### src/rtl/integrador_rampa.sv
// integrador_rampa
//   Dual-slope (ramp) integrator datapath for a dual-slope voltmeter.
//   A measurement has four phases:
//     IDLE  - the accumulator is held at zero until ch_vm starts a measurement.
//     INTEG - vin is added every cycle, saturating at full scale. The interval
//             ends on enb_3, after that cycle's addition.
//     DEINT - the reference step is subtracted every cycle. The step is vref,
//             or 1 when vref is zero.
//     DONE  - the accumulator has reached zero and Vint_z is raised. ch_vm
//             acknowledges the result and returns the block to IDLE.
//   All outputs are registered.
//
// Ports
//   clk     in   system clock, rising edge
//   reset   in   synchronous active-high reset
//   ch_vm   in   measurement start / acknowledge key
//   enb_3   in   end of the fixed integration interval (used only in INTEG)
//   vin     in   [W_IN]  unsigned unknown-voltage sample
//   vref    in   [W_IN]  unsigned reference-voltage magnitude
//   Vint_z  out  integrator-at-zero flag (high only in DONE)
//   vint    out  [W_ACC] accumulator value
//   phase   out  [2]     IDLE=00 INTEG=01 DEINT=10 DONE=11
//   ovf     out  sticky saturation flag, cleared when a new measurement starts
module integrador_rampa #(
  parameter int W_IN  = 8,
  parameter int W_ACC = 12
) (
  input  logic             clk,
  input  logic             reset,
  input  logic             ch_vm,
  input  logic             enb_3,
  input  logic [W_IN-1:0]  vin,
  input  logic [W_IN-1:0]  vref,
  output logic             Vint_z,
  output logic [W_ACC-1:0] vint,
  output logic [1:0]       phase,
  output logic             ovf
);

  typedef enum logic [1:0] {
    IDLE  = 2'b00,
    INTEG = 2'b01,
    DEINT = 2'b10,
    DONE  = 2'b11
  } state_t;

  state_t           state, state_nxt;
  logic [W_ACC-1:0] vint_nxt;
  logic             vint_z_nxt;
  logic             ovf_nxt;
  logic [W_ACC:0]   sum_wide;
  logic [W_ACC-1:0] step;

  // One guard bit above the accumulator catches the carry out of the add.
  function automatic logic [W_ACC:0] add_wide(input logic [W_ACC-1:0] acc,
                                              input logic [W_IN-1:0]  x);
    return {1'b0, acc} + {{(W_ACC+1-W_IN){1'b0}}, x};
  endfunction

  // Clamp to full scale when the guard bit is set, so vint never wraps.
  function automatic logic [W_ACC-1:0] sat(input logic [W_ACC:0] s);
    return s[W_ACC] ? '1 : s[W_ACC-1:0];
  endfunction

  // A zero reference would stall de-integration; fall back to a unit step.
  function automatic logic [W_ACC-1:0] step_of(input logic [W_IN-1:0] r);
    return (r == '0) ? W_ACC'(1) : {{(W_ACC-W_IN){1'b0}}, r};
  endfunction

  assign sum_wide = add_wide(vint, vin);
  assign step     = step_of(vref);
  assign phase    = state;

  always_comb begin
    state_nxt  = state;
    vint_nxt   = vint;
    vint_z_nxt = Vint_z;
    ovf_nxt    = ovf;
    unique case (state)
      IDLE: begin
        vint_nxt   = '0;
        vint_z_nxt = 1'b0;
        // enb_3 is not looked at here, so a coincident enb_3 only starts
        // the measurement.
        if (ch_vm) begin
          state_nxt = INTEG;
          ovf_nxt   = 1'b0;
        end
      end
      INTEG: begin
        vint_nxt = sat(sum_wide);
        if (sum_wide[W_ACC]) ovf_nxt = 1'b1;
        if (enb_3) state_nxt = DEINT;
      end
      DEINT: begin
        if (vint > step) begin
          vint_nxt = vint - step;
        end else begin
          // The final partial step lands exactly on zero instead of going
          // below it.
          vint_nxt   = '0;
          vint_z_nxt = 1'b1;
          state_nxt  = DONE;
        end
      end
      DONE: begin
        vint_nxt   = '0;
        vint_z_nxt = 1'b1;
        if (ch_vm) begin
          state_nxt  = IDLE;
          vint_z_nxt = 1'b0;
        end
      end
      default: begin
        state_nxt  = IDLE;
        vint_nxt   = '0;
        vint_z_nxt = 1'b0;
      end
    endcase
  end

  always_ff @(posedge clk) begin
    if (reset) begin
      state  <= IDLE;
      vint   <= '0;
      Vint_z <= 1'b0;
      ovf    <= 1'b0;
    end else begin
      state  <= state_nxt;
      vint   <= vint_nxt;
      Vint_z <= vint_z_nxt;
      ovf    <= ovf_nxt;
    end
  end

endmodule

### config.mk
export PLATFORM = sky130hd
export DESIGN_NAME = integrador_rampa
export DESIGN_NICKNAME = d
export VERILOG_FILES = /design/src/rtl/integrador_rampa.sv
export SDC_FILE = /design/constraint.sdc
export NUM_CORES = 1
export LEC_CHECK = 0
export CAP_MARGIN = 30
export CORE_MARGIN = 1.5
export CORE_UTILIZATION = 25
export CTS_CLUSTER_DIAMETER = 60
export CTS_CLUSTER_SIZE = 30
export DETAILED_ROUTE_END_ITERATION = 12
export PLACE_DENSITY_LB_ADDON = 0.1
export SETUP_SLACK_MARGIN = 0.15
export SYNTH_ARGS = -nofsm -noshare
export SYNTH_HDL_FRONTEND = slang
export SYNTH_SLANG_ARGS = --single-unit
### constraint.sdc
create_clock -name clk -period 6.4 [get_ports clk]
set_clock_uncertainty 0.2 [all_clocks]
set_input_delay 1.28 -clock clk [delete_from_list [all_inputs] [get_ports clk]]
set_output_delay 1.28 -clock clk [all_outputs]
set_load 0.01 [all_outputs]
==> results.py <==
metrics = {
    "clock_network": {
        "clk_pin_slew_worst_paths_ps": 70,
        "clock_path_buffers": 2,
        "cts.sink_count": 16,
        "cts_hold_buffers": 0,
        "insertion_delay_ps": 260,
        "tritoncts": "built",
        "cts_setup_buffers": 0,
        "cts_root_buf": "clkbuf_8",
        "numCtsBuffers": 3,
        "htree_levels": 1,
        "post_cts_resized": 0,
    },
    "power": {
        "powerDensity_nw_per_um2": 323,
        "p_total_w": 0.000681,
        "p_seq_share_pct": 24.2,
        "combPwrFrac_pct": 61.8,
        "p_sw_w": 0.000295,
        "swShare_pct": 43.3,
        "power_frac_clock_pct": 14.0,
        "ir_worst_vdd_mv": 0.116,
        "internal_power_w": 0.000386,
        "leakage_nw": 0.844,
    },
    "cells_and_area": {
        "fillCellCount": 680,
        "finish.utilization_pct": 33.3,
        "final_common_cell": "clkdlybuf4s50_1",
        "final_cells": 315,
        "mostFrequentLayoutCells": "clkdlybuf4s50_1, ha_1, inv_1, a21oi_1, dfxtp_1",
        "drive_gt1_share_pct": 5.46,
        "fin_nets": 281,
        "syn_to_final_growth_pct": 29.1,
        "antenna_cells": 0,
    },
    "synthesis": {
        "synth_area_leader_cell": "dfxtp_1",
        "synth-seq-cells": 16,
        "synth_flop_cell": "dfxtp_1",
        "syn_inst": 204,
        "synth_edf_count": 0,
        "synth_nets": 246,
        "yosysSeqAreaShare_pct": 19.6,
        "synth_top_area_share_pct": 19.6,
        "syn_area_sq_um": 1640,
        "synth_warnings": 0,
        "netlist_top_cells_area": "dfxtp_1, ha_1, a21oi_1",
        "synthArstFlopShare_pct": 0,
        "avgSynthCellArea_sq_um": 8.02,
        "synth_cell_types": 50,
    },
    "floorplan": {
        "rows": 29,
        "start_util_pct": 25.8,
        "ios": 36,
        "coreArea_sq_um": 6350,
        "dieArea_sq_um": 7040,
        "dieHeight_um": 83.9,
        "die_w_um": 83.9,
    },
    "critical_path": {
        "crit_family": "compound AO/OA/AOI/OAI gates",
        "critPathMaxStageDelay_ps": 480,
        "cp_slowest_cell": "clkdlybuf4s50_1",
        "crit_buf_inv": 1,
        "path_cells": "clkdlybuf4s50_1 > nor4_1 > a41o_1 > ha_1 > fa_1 > nor2b_1 > o21a_1 > o21ai_2 > a21oi_2 > or3b_1 > a21oi_1",
        "cp.required_ps": 6380,
        "critPathKind": "in2reg",
        "crit_fanout": 10,
        "worst_setup_path_end_kind": "flop",
        "critPathLaunchType": "input port",
        "cp_data_arrival_time_ps": 4060,
    },
    "drt": {
        "wl_per_cell_um": 14.9,
        "route.detailed.drc": 0,
        "via_per_inst": 5.06,
        "drt_iter0_markers": 51,
        "vias": 1594,
        "ant_nets": 0,
        "drt_wl_total_mm": 4.70,
        "dr.pass1.iters": 4,
    },
    "sta": {
        "hold_viol": 0,
        "slew_viol_final": 0,
        "max_slew.worst_pin.slew_ps": 676,
        "tns_ps": 0,
        "rsz0062_at_grt": "no",
        "maxSlewHeadroom_pct": 54.9,
        "hold_slack_ps": 273,
        "final-setup-viol-count": 0,
        "min_period_over_period_pct": 63.7,
        "fin_crit_ps": 4080,
        "fmax_mhz": 245,
    },
    "global_routing": {
        "antenna_found_initial": 0,
        "grt_start_max_net_pins": 20,
        "first_global_vias": 1595,
        "grtUsageTotal_pct": 14.1,
        "grt_pass1_wl_mm": 7.91,
        "grt_overflow": 0,
    },
    "place": {
        "dp_cells": 311,
        "hpwl_mm": 3.72,
        "place_congestion": 0.823,
        "portBuffers": 35,
    },
    "run": {
        "drv_cap": 0,
    },
    "run_status": {
        "status": "finished, final reports clean",
    },
    "min_path": {
        "hold_class": "reg2reg",
    },
}
state kept, by name, summed over array words and instances, names as in the netlist:
register	flops
Vint_z	1
vint	12
phase	2
ovf	1
power groups by stage:
stage | combinational, W | sequential [W] | clock (W)
floorplan | 0.000290 | 0.000166 | 0
global placement | 0.000427 | 0.000169 | 0
detailed placement | 0.000422 | 0.000168 | 0
CTS | 0.000425 | 0.000166 | 0.0000988
global route | 0.000476 | 0.000171 | 0.000104
finish | 0.000421 | 0.000165 | 0.0000955
synth_stat cells, drive strengths merged (2+ instances only):
cell type	instances
a21boi	3
a21o	6
a21oi	18
a221oi	2
a311oi	3
a31oi	2
and2	2
clkbuf	4
dfxtp	16
fa	2
ha	20
inv	19
nand2	11
nand2b	3
nand3	3
nand3b	2
nand4	3
nor2	11
nor2b	6
nor3	6
nor4	2
o21a	8
o21ai	15
o221ai	2
o31a	3
o31ai	2
o32ai	2
or2	2
or3	3
or3b	2
xnor2	4
xor2	5
cell families after synthesis:
kind of cell    Yosys count  synth area share [%]
simple gates             58                  19.3
xor+xnor                  9                  4.82
flops                    16                  19.6
buf+inv                  24                  5.96
mux                       1                 0.612
fa+ha+maj                22                  17.7
compound gates           74                  32.0
cell type report:
class / count / area, sq um / area share [%]
Inverter: 19 / 71.3 / 3.38
Tap cell: 77 / 96.3 / 4.56
Clock buffer: 4 / 55.1 / 2.61
Sequential cell: 16 / 320 / 15.2
Timing Repair Buffer: 35 / 350 / 16.6
Multi-Input combinational cell: 164 / 1220 / 57.7
routing by layer:
metal  routed length (um)  global-route usage [%]
met4                   30                    2.68
met2                 2180                    23.7
met3                  148                    2.87
met5                    0                       0
met1                 2340                    18.7
per-stage QoR:
step	instance area [sq um]	worst slack (ps)
finish	2110	2320
global route	2110	2130
CTS	2110	2290
detailed placement	2060	2040
global placement	2060	2070
floorplan	1640	2910
final timing paths:
kind | start | end | slack (ps) | cells past startpoint
hold / removal | Vint_z | Vint_z | 270 | 1
hold reg to reg | Vint_z | Vint_z | 270 | 1
setup / recovery | vref[6] | vint[0] | 2320 | 11
setup reg to reg | vint[0] | vint[0] | 3740 | 9
(Power assumes the default switching activity.)
